**src/rtl/lcd_bus_driver.sv**
```systemverilog
// Queues CPU LCD-register stores and replays them as HD44780 write cycles (RS/DATA setup, EN pulse, hold, exec wait).
// A store into an idle, empty driver bypasses the FIFO so that the pins update on the next cycle.
module lcd_bus_driver #(
  parameter int FIFO_DEPTH  = 4,
  parameter int T_SETUP     = 2,
  parameter int T_PULSE     = 12,
  parameter int T_HOLD      = 2,
  parameter int T_EXEC      = 2000,
  parameter int T_EXEC_LONG = 82000
) (
  input  logic        i_clk,
  input  logic        i_rst_n,
  input  logic        i_wr_en,
  input  logic [31:0] i_wr_data,
  input  logic        i_ovf_clr,
  output logic [31:0] o_status,
  output logic        o_busy,
  output logic        o_lcd_on,
  output logic        o_lcd_rs,
  output logic        o_lcd_rw,
  output logic        o_lcd_en,
  output logic [7:0]  o_lcd_data,
  output logic [31:0] o_io_lcd
);

  localparam int AW = $clog2(FIFO_DEPTH);
  localparam logic [16:0] C_SETUP     = 17'(T_SETUP - 1);
  localparam logic [16:0] C_PULSE     = 17'(T_PULSE - 1);
  localparam logic [16:0] C_HOLD      = 17'(T_HOLD - 1);
  localparam logic [16:0] C_EXEC      = 17'(T_EXEC - 1);
  localparam logic [16:0] C_EXEC_LONG = 17'(T_EXEC_LONG - 1);

  typedef enum logic [2:0] {
    S_IDLE,
    S_SETUP,
    S_PULSE,
    S_HOLD,
    S_WAIT
  } state_t;

  state_t      state, state_nxt;
  logic [16:0] cnt, cnt_nxt;

  // Only {on, rs, data} of a store matter, so that is all the FIFO keeps.
  logic [9:0]  mem [FIFO_DEPTH];
  logic [AW:0] wr_ptr, rd_ptr, wr_ptr_nxt, rd_ptr_nxt;
  logic [9:0]  in_word, src;
  logic        empty, full, load, bypass, pop, push, overflow, long_cmd, busy_nxt;
  logic        rs, on, ovf, busy;
  logic [7:0]  data;
  logic        unused_wr_bits;

  assign in_word        = {i_wr_data[31], i_wr_data[9], i_wr_data[7:0]};
  assign unused_wr_bits = ^{i_wr_data[30:10], i_wr_data[8]};

  assign empty = (wr_ptr == rd_ptr);
  assign full  = (wr_ptr[AW] != rd_ptr[AW]) && (wr_ptr[AW-1:0] == rd_ptr[AW-1:0]);

  assign load     = (state == S_IDLE) && (!empty || i_wr_en);
  assign bypass   = (state == S_IDLE) && empty && i_wr_en;
  assign pop      = load && !empty;
  assign src      = empty ? in_word : mem[rd_ptr[AW-1:0]];
  assign push     = i_wr_en && !bypass && (!full || pop);
  assign overflow = i_wr_en && full && !pop;

  // Clear display (0x01) and return home (0x02/0x03) need the long execution wait.
  assign long_cmd = !rs && (data[7:2] == 6'd0) && (data != 8'd0);

  assign wr_ptr_nxt = wr_ptr + {{AW{1'b0}}, push};
  assign rd_ptr_nxt = rd_ptr + {{AW{1'b0}}, pop};

  always_comb begin
    state_nxt = state;
    cnt_nxt   = cnt;
    case (state)
      S_IDLE: begin
        if (load) begin
          state_nxt = S_SETUP;
          cnt_nxt   = C_SETUP;
        end
      end
      S_SETUP: begin
        if (cnt == 17'd0) begin
          state_nxt = S_PULSE;
          cnt_nxt   = C_PULSE;
        end else begin
          cnt_nxt = cnt - 17'd1;
        end
      end
      S_PULSE: begin
        if (cnt == 17'd0) begin
          state_nxt = S_HOLD;
          cnt_nxt   = C_HOLD;
        end else begin
          cnt_nxt = cnt - 17'd1;
        end
      end
      S_HOLD: begin
        if (cnt == 17'd0) begin
          state_nxt = S_WAIT;
          cnt_nxt   = long_cmd ? C_EXEC_LONG : C_EXEC;
        end else begin
          cnt_nxt = cnt - 17'd1;
        end
      end
      S_WAIT: begin
        if (cnt == 17'd0) begin
          state_nxt = S_IDLE;
        end else begin
          cnt_nxt = cnt - 17'd1;
        end
      end
      default: begin
        state_nxt = S_IDLE;
        cnt_nxt   = 17'd0;
      end
    endcase
  end

  assign busy_nxt = (state_nxt != S_IDLE) || (wr_ptr_nxt != rd_ptr_nxt);

  always_ff @(posedge i_clk) begin
    if (push) mem[wr_ptr[AW-1:0]] <= in_word;
  end

  always_ff @(posedge i_clk) begin
    if (!i_rst_n) begin
      state  <= S_IDLE;
      cnt    <= 17'd0;
      wr_ptr <= '0;
      rd_ptr <= '0;
      rs     <= 1'b0;
      on     <= 1'b0;
      data   <= 8'd0;
      ovf    <= 1'b0;
      busy   <= 1'b0;
    end else begin
      state  <= state_nxt;
      cnt    <= cnt_nxt;
      wr_ptr <= wr_ptr_nxt;
      rd_ptr <= rd_ptr_nxt;
      busy   <= busy_nxt;
      if (load) begin
        on   <= src[9];
        rs   <= src[8];
        data <= src[7:0];
      end
      if (overflow)       ovf <= 1'b1;
      else if (i_ovf_clr) ovf <= 1'b0;
    end
  end

  assign o_lcd_en   = (state == S_PULSE);
  assign o_lcd_rw   = 1'b0;
  assign o_lcd_rs   = rs;
  assign o_lcd_on   = on;
  assign o_lcd_data = data;
  assign o_busy     = busy;
  assign o_status   = {29'd0, ovf, full, busy};
  assign o_io_lcd   = {on, 20'd0, o_lcd_en, rs, 1'b0, data};

endmodule

```
**config.mk**
```make
export PLATFORM = sky130hd
export DESIGN_NAME = lcd_bus_driver
export DESIGN_NICKNAME = d
export VERILOG_FILES = /design/src/rtl/lcd_bus_driver.sv
export SDC_FILE = /design/constraint.sdc
export NUM_CORES = 1
export LEC_CHECK = 0
export BUFFER_PORTS_ARGS = -buffer_cell sky130_fd_sc_hd__buf_4
export CAP_MARGIN = 10
export CORE_ASPECT_RATIO = 0.75
export CORE_UTILIZATION = 30
export DETAILED_ROUTE_END_ITERATION = 10
export HOLD_SLACK_MARGIN = 0.03
export PLACE_DENSITY_LB_ADDON = 0.15
export SYNTH_ARGS = -nofsm -noshare
export SYNTH_HDL_FRONTEND = slang
export SYNTH_SLANG_ARGS = --single-unit
```
**constraint.sdc**
```tcl
create_clock -name i_clk -period 2.2 [get_ports i_clk]
set_input_delay 0.11 -clock i_clk [delete_from_list [all_inputs] [get_ports i_clk]]
set_output_delay 0.11 -clock i_clk [all_outputs]
set_load 0.01 [all_outputs]
```
After elaboration in Yosys (flattened, before gate mapping):

Memory sizes are Yosys's and may differ from the RTL's. A register that Yosys moved wholly into a read port is not among the register bits.
Cells that the tools add are included.
Widths: inputs -> output; s select.

* memories: 1
* ROM bits: 0
* bits in registers: 38
* output and inout port bits: 77
* logic and storage cells: 68
* bits in latches: 0
* RAM bits: 40

Memory list
* mem: depth 4, bits a word 10, rd ports 1, clocked after memory_dff 1, wr ports 1, RTL line 45 `logic [9:0] mem [FIFO_DEPTH];`

* bitwise operators: 0
* add/sub/neg operators: 3
* mux-type cells: 19
* divide/modulo/power cells: 0
* multiply operators: 0
* shift-type cells: 0
* reductions and logical operators: 26
* $lt $le $gt $ge: 0
* eq/ne operators: 10

Operator list (count)
* $mux 17: 6
* $pmux 17 s5: 1
* $logic_not 17->1: 1
* $sub 17x1->17 const B: 1
* $mux 3: 5
* $pmux 3 s5: 1
* $logic_and 1x1->1: 11
* $mux 10: 1
* $reduce_bool 8->1: 1
* $add 3x1->3: 2
* $eq 3x2->1 const B: 2
* $logic_not 6->1: 1
* $logic_not 1->1: 5
* $mux 1: 4
* $ne 2x2->1 const B: 2
* $eq 3x1->1 const B: 1
* $eq 3x3->1: 1
* $eq 3x3->1 const B: 1
* $logic_not 3->1: 1
* $logic_or 1x1->1: 3
* $ne 3x3->1: 1
* $reduce_bool 3->1: 1
* $eq 2x2->1: 1
* $mux 2: 1
* other kinds (3): 3

Depth between registers and ports, before layout:

Gate-level depths: netlist of the first run.

* depth in word-level cells: 10
* gate-level depth with buffers: 10

Least setup slack after synthesis of the first run:

Ideal clock, no wire load.

* path kind: register to register
* start point: register state[0]
* end point: memory mem[0][0] (enable)
* cell stages (with the launch flop): 6
* data arrival time: 2006 ps
* required time: 1808 ps
* path buffers: 1
* path slack: -198 ps
* setup time: 392 ps
* clock period less this slack: 2398 ps
* cells stage by stage: dfxtp_1 -> or3_1 -> clkbuf_1 -> xnor2_1 -> o21a_1 -> nor3b_1

* word-level cells in the longest chain between the ends: 8

RTL lines
* start, declared: RTL line 41 `state_t state, state_nxt;`
* start signal, assigned: RTL line 138 `state <= state_nxt;`
* $logic_not 3->1 *: RTL line 59, 60
* $logic_and 1x1->1 (2 in a row): RTL line 60 `assign bypass = (state == S_IDLE) && empty && i_wr_en;`
* $logic_not 1->1: RTL line 63 `assign push = i_wr_en && !bypass && (!full || pop);`
* $logic_and 1x1->1: RTL line 63
* $logic_and 1x1->1 *: RTL line 63
* $mux 1 *: RTL line 123 `if (push) mem[wr_ptr[AW-1:0]] <= in_word;`
* $mux 1 (implied by the code) *: RTL line 123
* end, declared: RTL line 45

Every way passes the cells marked *; elsewhere a longest branch is shown, timed or not.

Final worst setup path of the first run:

* start point: register cnt[5]
* end point: register cnt[6]

* word-level cells in the longest chain between the ends: 3

RTL lines
* start, declared: RTL line 42 `logic [16:0] cnt, cnt_nxt;`
* start signal, assigned: RTL line 139 `cnt <= cnt_nxt;`
* $sub 17x1->17 / $logic_not 17->1 (equally long branches)
* $mux 17, or another cell as far along: RTL line 107 `if (cnt == 17'd0) begin`
* $pmux 17 s5 / $reduce_and 2->1 (equally long branches)

Parallel ways exist; a longest one is shown, timed or not. The select of a mux whose other input is x is not followed.
A chain may end at the register's enable or synchronous reset.

==> metrics.txt, run 1 <==
Synth Register Bits 78; Worst EP arrival about 2500 ps; hold path cells 4; post-synth top area share 0.281; cells along the critical path or4_4, or4_4, buf_4, o31ai_4, a311o_1, o211ai_1; NumNets Final 527; power per standard cell area 1770 nW/µm²; number of antenna violations at the first check in global routing 0; Antenna Nets Post-Route 0; placed cell areas around 4800 µm²; Setup Skew roughly 5.3 ps; required time worst endpoint between 2000 and 2500 ps; CTS tree yes; Worst-Skew Late Latency about 330 ps; Die ar. 14700 µm²; CP Capture Type flop; Synth Instances between 300 and 400; Initial DRC Count roughly 210; Syn Std Cell Area approximately 4300 µm²; Synth area leaders edfxtp_1, dfxtp_1, buf_4, mux4_2, xnor2_1; DR WL/cell about 16 µm; Critical Path Slowest Stage Cell or4_4; Ys Warns 0; vias in the first global route roughly 3200; Startpoint Class flop; CTS Root Cell clkbuf_16; hold wc startpoint i_ovf_clr; H-tree levels 3; Most common cell on crit path or4_4; final hold violation count 0; WHS Endpoint ovf; FFs w/ async S/R, synth 0; num rows 37; Slew Viols, Final 0; post-synth cell types 65; Worst VDD drop between 0.6 and 0.7 mV; clk slew on worst S/H paths ~60 ps; Setup Viol. Count Final 10; worst r2r src cnt[5]; Worst Hold Class in -> reg; Top Family by Delay on Critical Path simple AND/OR/NAND/NOR gates; io pins ~110; Die Y around 110 µm; setup ws final -45.6 ps; fraction of layout cells with a size suffix above 1 0.350; clock buffer depth 2; cell accounting for the most synthesized area edfxtp_1; core box area about 14000 µm²; Max Fclk about 450 MHz; FF-to-FF setup slack -50 ps; pin count of the biggest net entering global routing 23; DRC Markers 0; Post-synth EDFFs 40; register area share after synthesis 0.459; outcome complete, but fails checks; first-pass GRT wire length about 17000 µm; # diodes 0; HPWL Detailed 7570 µm; Slew @ Worst Pin ~760 ps; gpl congestion approximately 0.86; CP max stage delay 570 ps; count of input and output buffers 39; Tmin final 2250 ps; clk sinks 78; period utilization 1.02; Slew HR 0.487; predominant post-synthesis flop cell edfxtp_1; R2R depth 6; synthesis-to-finish area growth 27.9%; Avg Cell Area, Syn approximately 11 µm²; Starting Density 0.310; MaxCap Viol Count 0; Worst R2R End cnt[6]; total track usage 0.151; grt total ovfl 0; Die W roughly 140 µm; final wirelength between 10000 and 15000 µm; fin area around 5500 µm²; Num CTS Buffers 9; Fill cells approximately 1400; failing checks setup timing; 1st-pass router iterations 4; WP buf/inv 1; Leak 2.18 nW; Final Util 0.397; RSZ-0062 raised after global routing yes; number of vias per cell approximately 4.8; vias approximately 3200; Worst Path Max Fanout 5; Crit Path Class reg -> reg
[cell usage after synthesis, types with 2 or more instances]
master and n:
buf_4 65, edfxtp_1 40, dfxtp_1 38, nor2_1 28, a21oi_1 17, o21ai_0 17, nand2_1 15, xnor2_1 13
nor3_1 12, mux2i_1 11, mux2_2 10, mux4_2 10, clkbuf_1 9, nor4_1 8, or3_1 8, inv_1 7
nand3_1 7, and2_1 6, ha_1 5, buf_2 4, a211oi_1 3, a221oi_1 3, a31oi_1 3, buf_1 3
nand2b_1 3, nor3b_1 3, o211ai_1 3, o31a_1 3, or4_1 3, a31o_2 2, a32oi_1 2, and3_1 2
o31ai_1 2, or2_2 2, xor2_1 2
[worst max-delay path by stage]
stage	startpoint	end	cells after the start	slack, ps
floorplan	cnt[3]	cnt[9]	7	-20
global placement	state[2]	o_busy	9	-70
detailed placement	cnt[5]	cnt[13]	6	-70
CTS	cnt[5]	cnt[9]	5	-20
global route	state[0]	o_busy	9	-130
finish	cnt[5]	cnt[6]	6	-50
[routing by layer]
metal	global-route usage	vias up	share of wire
met4	0.0432	0	0.0036
li1	-	1552	-
met1	0.220	1539	0.50
met5	0	-	0
met2	0.218	114	0.43
met3	0.0373	2	0.068
[cells by family (layout without fill, tap and decap cells)]
kind of cell | count (synthesis) | in the layout | share of synthesized area
and+or+nand+nor | 105 | 106 | 0.131
buffers and inverters | 90 | 131 | 0.139
DFF | 78 | 78 | 0.459
AOI/OAI and AO/OA | 74 | 74 | 0.121
muxes | 31 | 31 | 0.105
xor gates and xnor gates | 15 | 15 | 0.0307
adders and majority gates | 5 | 5 | 0.0146
other | 1 | 51 | 0.000877
[registers in the layout (all words and copies together), names as in the netlist, 3 cells and up]
signal / cells
cnt: 17
mem: 40
o_lcd_data: 8
rd_ptr: 3
state: 3
wr_ptr: 3
[tightest hold or removal path, stage by stage]
cell and delay (ps):
buf_4 100, inv_1 40, a32oi_1 40, nor2_1 70
[report_power, final]
part	total, mW	switching [mW]	internal [mW]
Clock	1.51	0.617	0.893
Sequential	2.22	0.285	1.93
Combinational	5.96	3.05	2.91
Total	9.69	3.95	5.74
[repair_timing]
item                                    CTS  global route
endpoints found under the setup margin    9            17
hold buffers                             10             0
endpoints found under the hold margin    40             0
setup buffers                             4             5
gates resized for setup                  11            37
pin swaps                                 4            13
gates cloned                              1             2
[per-stage QoR]
step	hold slack [ps]	total power [mW]	instances	setup TNS [ps]	setup WS, ps
after floorplan	209	5.46	449	-24.1	-21.5
after global placement	325	7.07	628	-246	-71.9
after detailed placement	324	7.10	628	-288	-72.0
after CTS	63.9	9.02	659	-52.9	-19.7
after global routing	103	10.3	666	-1270	-130
final	72.0	9.69	666	-270	-45.6
[placed cells by master, fill, tap and decap left out, types with 3 or more instances in the layout]
master / synthesis / final
conb_1: 1 / 51
edfxtp_1: 40 / 40
a21oi_1: 17 / 16
dfxtp_2: 0 / 5
o21ai_0: 17 / 12
or4_4: 1 / 4
mux2i_1: 11 / 11
nand3_1: 7 / 7
a31oi_1: 3 / 3
o31a_1: 3 / 3
mux4_2: 10 / 10
nand2_1: 15 / 14
inv_1: 7 / 7
dfxtp_1: 38 / 33
xnor2_1: 13 / 10
dlygate4sd3_1: 0 / 10
or3_1: 8 / 7
xnor2_2: 0 / 3
nor4_1: 8 / 6
clkbuf_16: 0 / 9
and2_1: 6 / 5
buf_4: 65 / 89
o21ai_1: 1 / 4
nor2_1: 28 / 28
mux2_2: 10 / 10
buf_6: 1 / 8
nor3_1: 12 / 11
o211ai_1: 3 / 3
[final cells by class]
cell class | instances | area [µm²] | share of cell area
repair buffers | 107 | 858 | 0.157
clock inverters | 7 | 78.8 | 0.0144
flip-flops and latches | 78 | 1970 | 0.360
well taps | 175 | 219 | 0.0400
clock buffers | 9 | 225 | 0.0412
multi-input cells | 282 | 2090 | 0.382
inverters | 8 | 30.0 | 0.00549
Power figures use the tool's default switching activity.
==> inputs of run 2 (changes only) <==
--- a/config.mk
+++ b/config.mk
@@ -5,7 +5,7 @@
 export SDC_FILE = /design/constraint.sdc
 export NUM_CORES = 1
 export LEC_CHECK = 0
-export BUFFER_PORTS_ARGS = -buffer_cell sky130_fd_sc_hd__buf_4
+export BUFFER_PORTS_ARGS = -buffer_cell sky130_fd_sc_hd__buf_2
 export CAP_MARGIN = 10
 export CORE_ASPECT_RATIO = 0.75
 export CORE_UTILIZATION = 30
==> metrics.txt, run 2 (synthesis gave the netlist of run 1 again) <==
R2R depth 6 (unchanged); worst r2r src cnt[3]; Starting Density 0.310 (unchanged); clock buffer depth 2 (unchanged); NumNets Final 524 (-0.57%); Slew HR 0.641 (+0.153); WHS Endpoint ovf; Tmin final 2300 ps (+50.1 ps); Critical Path Slowest Stage Cell or4_4; hold wc startpoint i_ovf_clr; io pins 113 (unchanged); Die W 140 µm (unchanged); number of antenna violations at the first check in global routing 0 (unchanged); DRC Markers 0 (unchanged); FF-to-FF setup slack -100 ps (-50 ps); CTS Root Cell clkbuf_16; fraction of layout cells with a size suffix above 1 0.330 (-0.0204); most frequent cells in the layout conb_1, buf_4, edfxtp_1; vias in the first global route 3050 (-3.2%); placed cell areas 4760 µm² (-0.68%); Power, Total 9.02 mW (-6.9%); number of vias per cell 4.76 (-1.2%); Initial DRC Count 220 (+4.3%); period utilization 1.04 (+0.0228); H-tree levels 3 (unchanged); DR WL/cell 15.5 µm (-6.0%); Slew @ Worst Pin 534 ps (-227 ps); # diodes 0 (unchanged); Worst Path Max Fanout 8 (+3); hold path cells 4 (unchanged); Num CTS Buffers 9 (unchanged); synthesis-to-finish area growth 23.5%; CTS tree yes; Worst EP arrival 2510 ps (+50 ps); Critical Path Start cnt[3]; setup ws final -95.7 ps (-50.1 ps); fin area 5280 µm² (-3.5%); RSZ-0062 raised after global routing yes; Most common cell on crit path or4_4; Worst VDD drop 0.573 mV (-6.4%); Fill cells 1363 (-1.4%); Worst Hold Class in -> reg; clk sinks 78 (unchanged); Setup Skew 5.97 ps (+0.709 ps); final wirelength 10300 µm (-6.4%); core box area 13800 µm² (unchanged); gpl congestion 0.859 (+0.14%); max FFs per register 40 (unchanged); CP Capture Type flop; required time worst endpoint 2410 ps (about the same); first-pass GRT wire length 16600 µm (-1.6%); cells along the critical path or4_4, or4_4, buf_6, o311a_1, a32oi_1, nor3_1; num rows 37 (unchanged); setup total negative slack -354 ps (-83.9 ps); failing checks setup timing; Worst R2R End cnt[8]; grt total ovfl 0 (unchanged); count of input and output buffers 39 (unchanged); Die Y 105 µm (unchanged); MaxCap Viol Count 0 (unchanged); pin count of the biggest net entering global routing 18 (-22%); Setup Viol. Count Final 7 (-3); power per standard cell area 1710 nW/µm² (-3.5%); HPWL Detailed 7430 µm (-2.0%); Antenna Nets Post-Route 0 (unchanged); Leak 2.12 nW (-2.5%); clk slew on worst S/H paths 60 ps (about the same); outcome complete, but fails checks; Slew Viols, Final 0 (unchanged); CP max stage delay 560 ps (about the same); 1st-pass router iterations 4 (unchanged); Die ar. 14700 µm² (unchanged); vias 3153 (-1.7%); Max Fclk 436 MHz (-2.2%); total track usage 0.147 (-0.00399); Startpoint Class flop; Worst-Skew Late Latency 330 ps (about the same); final hold violation count 0 (unchanged); Crit Path Class reg -> reg
## run 2: cell types whose count changed in the layout (fill, tap and decap cells not counted), sizes merged
cell and delta:
buf -2, inv -2, clkbuf +1, clkinvlp +1, or4 -1
## run 2: stage by stage
| stage | utilization | std cells | hold slack (ps) | setup slack, ps |
|---|---|---|---|---|
| after floorplan | - | 449 | 209 | -21.5 |
| after global placement | 0.345 | 635 | 345 | -57.5 |
| after detailed placement | 0.345 | 635 | 352 | -133 |
| after CTS | 0.378 | 662 | 52.0 | -46.2 |
| after global routing | 0.383 | 663 | 83.4 | -158 |
| final | 0.383 | 663 | 64.6 | -95.7 |
## run 2: worst max-delay path by stage
stage,endpoint,slack [ps],cells past startpoint
after floorplan,cnt[9],-20,7
after global placement,cnt[1],-60,5
after detailed placement,cnt[13],-130,6
after CTS,cnt[9],-50,5
after global routing,cnt[8],-160,6
final,cnt[8],-100,6
## run 2: area by class of cell
cell class	count	area (µm²)	share of cell area
clock buffers	10	229	0.0434
inverters	8	30.0	0.00569
repair buffers	105	743	0.141
flip-flops and latches	78	1970	0.372
clock inverters	6	71.3	0.0135
multi-input cells	281	2020	0.383
well taps	175	219	0.0415
## run 2: worst max-delay path: cells and delay by family, from the launching register on
family / cells / cell delay [ps]
DFF: 1 / 320
AOI/OAI and AO/OA: 2 / 500
buffers and inverters: 1 / 150
and+or+nand+nor: 3 / 1200
## run 2: repair_timing
item                                    4_1_cts  5_1_grt
endpoints found under the hold margin        40        0
pin swaps                                     3       10
gates resized for setup                      11       12
gates cloned                                  0        0
endpoints found under the setup margin       10       19
setup buffers                                 1        1
hold buffers                                 10        0
## run 2: where the power goes
part / switching (mW) / total, mW / internal [mW]
Clock: 0.610 / 1.50 / 0.887
Sequential: 0.253 / 2.18 / 1.93
Combinational: 2.80 / 5.34 / 2.55
Total: 3.66 / 9.02 / 5.37
## run 2: per-layer routing
layer,global-route usage,part of all wire,vias up
li1,-,-,1532
met1,0.220,0.53,1515
met2,0.205,0.42,91
met3,0.0295,0.040,15
met4,0.0518,0.017,0
met5,0,0,-
==> inputs of run 3 (changes only) <==
--- a/config.mk
+++ b/config.mk
@@ -7,6 +7,8 @@
 export LEC_CHECK = 0
 export BUFFER_PORTS_ARGS = -buffer_cell sky130_fd_sc_hd__buf_2
 export CAP_MARGIN = 10
+export CELL_PAD_IN_SITES_DETAIL_PLACEMENT = 1
+export CELL_PAD_IN_SITES_GLOBAL_PLACEMENT = 1
 export CORE_ASPECT_RATIO = 0.75
 export CORE_UTILIZATION = 30
 export DETAILED_ROUTE_END_ITERATION = 10
==> metrics.txt, run 3 (synthesis gave the netlist of run 1 again) <==
most common cell after layout, fill and taps aside conb_1; vias in the first global route 3250 (+6.6%); grt total ovfl 0 (unchanged); Worst EP arrival 2440 ps (-70 ps); Worst-Skew Late Latency 340 ps (about the same); CTS tree yes; worst r2r src cnt[7]; Die Y 105 µm (unchanged); Fill cells 1547 (+13%); MaxCap Viol Count 0 (unchanged); total track usage 0.166 (+0.0193); CTS Root Cell clkbuf_16; gpl congestion 0.775 (-9.7%); hold path cells 4 (unchanged); clock buffer depth 2 (unchanged); Tmin final 2210 ps (-82.4 ps); CP Capture Type flop; max FFs per register 40 (unchanged); clk sinks 78 (unchanged); Post-Route Hold Slack 58.6 ps (-6.02 ps); clk slew on worst S/H paths 60 ps (about the same); core box area 13800 µm² (unchanged); Max Fclk 452 MHz (+3.7%); Leak 2.15 nW (+1.3%); 1st-pass router iterations 4 (unchanged); Worst VDD drop 0.664 mV (+16%); Slew HR 0.618 (-0.0230); number of vias per cell 4.90 (+3.1%); DRC Markers 0 (unchanged); NumNets Final 525 (+0.19%); synthesis-to-finish area growth 26.0%; final hold violation count 0 (unchanged); fraction of layout cells with a size suffix above 1 0.360 (+0.0300); Die W 140 µm (unchanged); Initial DRC Count 219 (-0.45%); Starting Density 0.310 (unchanged); num rows 37 (unchanged); required time worst endpoint 2420 ps (about the same); Final Util 0.390 (+0.00762); period utilization 1.01 (-0.0374); count of input and output buffers 39 (unchanged); Critical Path Start cnt[7]; DR WL/cell 17.2 µm (+11%); Num CTS Buffers 9 (unchanged); Setup Skew 7.66 ps (+1.69 ps); Antenna Nets Post-Route 0 (unchanged); io pins 113 (unchanged); Crit Path Class reg -> reg; Slew @ Worst Pin 568 ps (+34.1 ps); failing checks setup timing; power per standard cell area 1780 nW/µm² (+4.1%); Worst Path Max Fanout 4 (-4); # diodes 0 (unchanged); R2R depth 6 (unchanged); final wirelength 11400 µm (+11%); vias 3255 (+3.2%); Slew Viols, Final 0 (unchanged); outcome complete, but fails checks; H-tree levels 3 (unchanged); Worst Hold Class in -> reg; Die ar. 14700 µm² (unchanged); hold wc startpoint i_ovf_clr; Setup Viol. Count Final 2 (-5); Power, Total 9.58 mW (+6.2%); number of antenna violations at the first check in global routing 0 (unchanged); Startpoint Class flop; HPWL Detailed 8110 µm (+9.2%); setup ws final -13.3 ps (+82.4 ps); RSZ-0062 raised after global routing yes; first-pass GRT wire length 18500 µm (+11%); pin count of the biggest net entering global routing 22 (+4); most frequent cells in the layout conb_1, buf_4, buf_2, edfxtp_1, dfxtp_1
run 3: metal layers:
layer  track usage  vias up  share of wire
met5             0        -              0
li1              -     1538              -
met2         0.243       87           0.43
met4        0.0495        0         0.0098
met3        0.0354       10          0.041
met1         0.243     1620           0.52
run 3: worst max-delay path: stages, from the launching register on:
cell and delay, ps:
dfxtp_2 310, or4_4 530, buf_6 140, or4_4 540
o311a_4 340, a32oi_2 170, nor3_2 70
run 3: final timing paths:
path | end | slack [ps]
hold / removal | ovf | 60
setup reg to reg | cnt[8] | -10
setup / recovery | cnt[8] | -10
hold reg to reg | cnt[16] | 480
run 3: area by class of cell:
cell class                      instances  area (µm²)  share of cell area
Tap cell                              175         219              0.0407
Clock buffer                            9         225              0.0418
Clock inverter                          7        57.6              0.0107
Timing Repair Buffer                  105         739               0.137
Inverter                                8        30.0             0.00557
Multi-Input combinational cell        282        2150               0.399
Sequential cell                        78        1970               0.365
run 3: per-stage QoR:
| step | worst slack [ps] | TNS (ps) | cell area [µm²] | instances |
|---|---|---|---|---|
| finish | -13.3 | -19.8 | 5390 | 664 |
| detailed placement | -150 | -593 | 4720 | 631 |
| floorplan | -21.5 | -24.1 | 4510 | 449 |
| global route | -111 | -692 | 5390 | 664 |
| CTS | -44.8 | -120 | 5180 | 660 |
| global placement | -93.3 | -229 | 4720 | 631 |
run 3: power breakdown:
| group | internal [mW] | leakage, nW | total (mW) | switching (mW) |
|---|---|---|---|---|
| Combinational | 2.79 | 1.34 | 5.96 | 3.17 |
| Clock | 0.778 | 0.134 | 1.43 | 0.648 |
| Sequential | 1.93 | 0.677 | 2.19 | 0.263 |
run 3: repair_timing:
action                                  CTS  global route
setup buffers                             1             4
hold buffers                             10             0
cloned                                    2             0
pin swaps                                 5            16
endpoints found under the setup margin   13            18
gates resized for setup                  12            37
hold endpoints to repair                 40             0
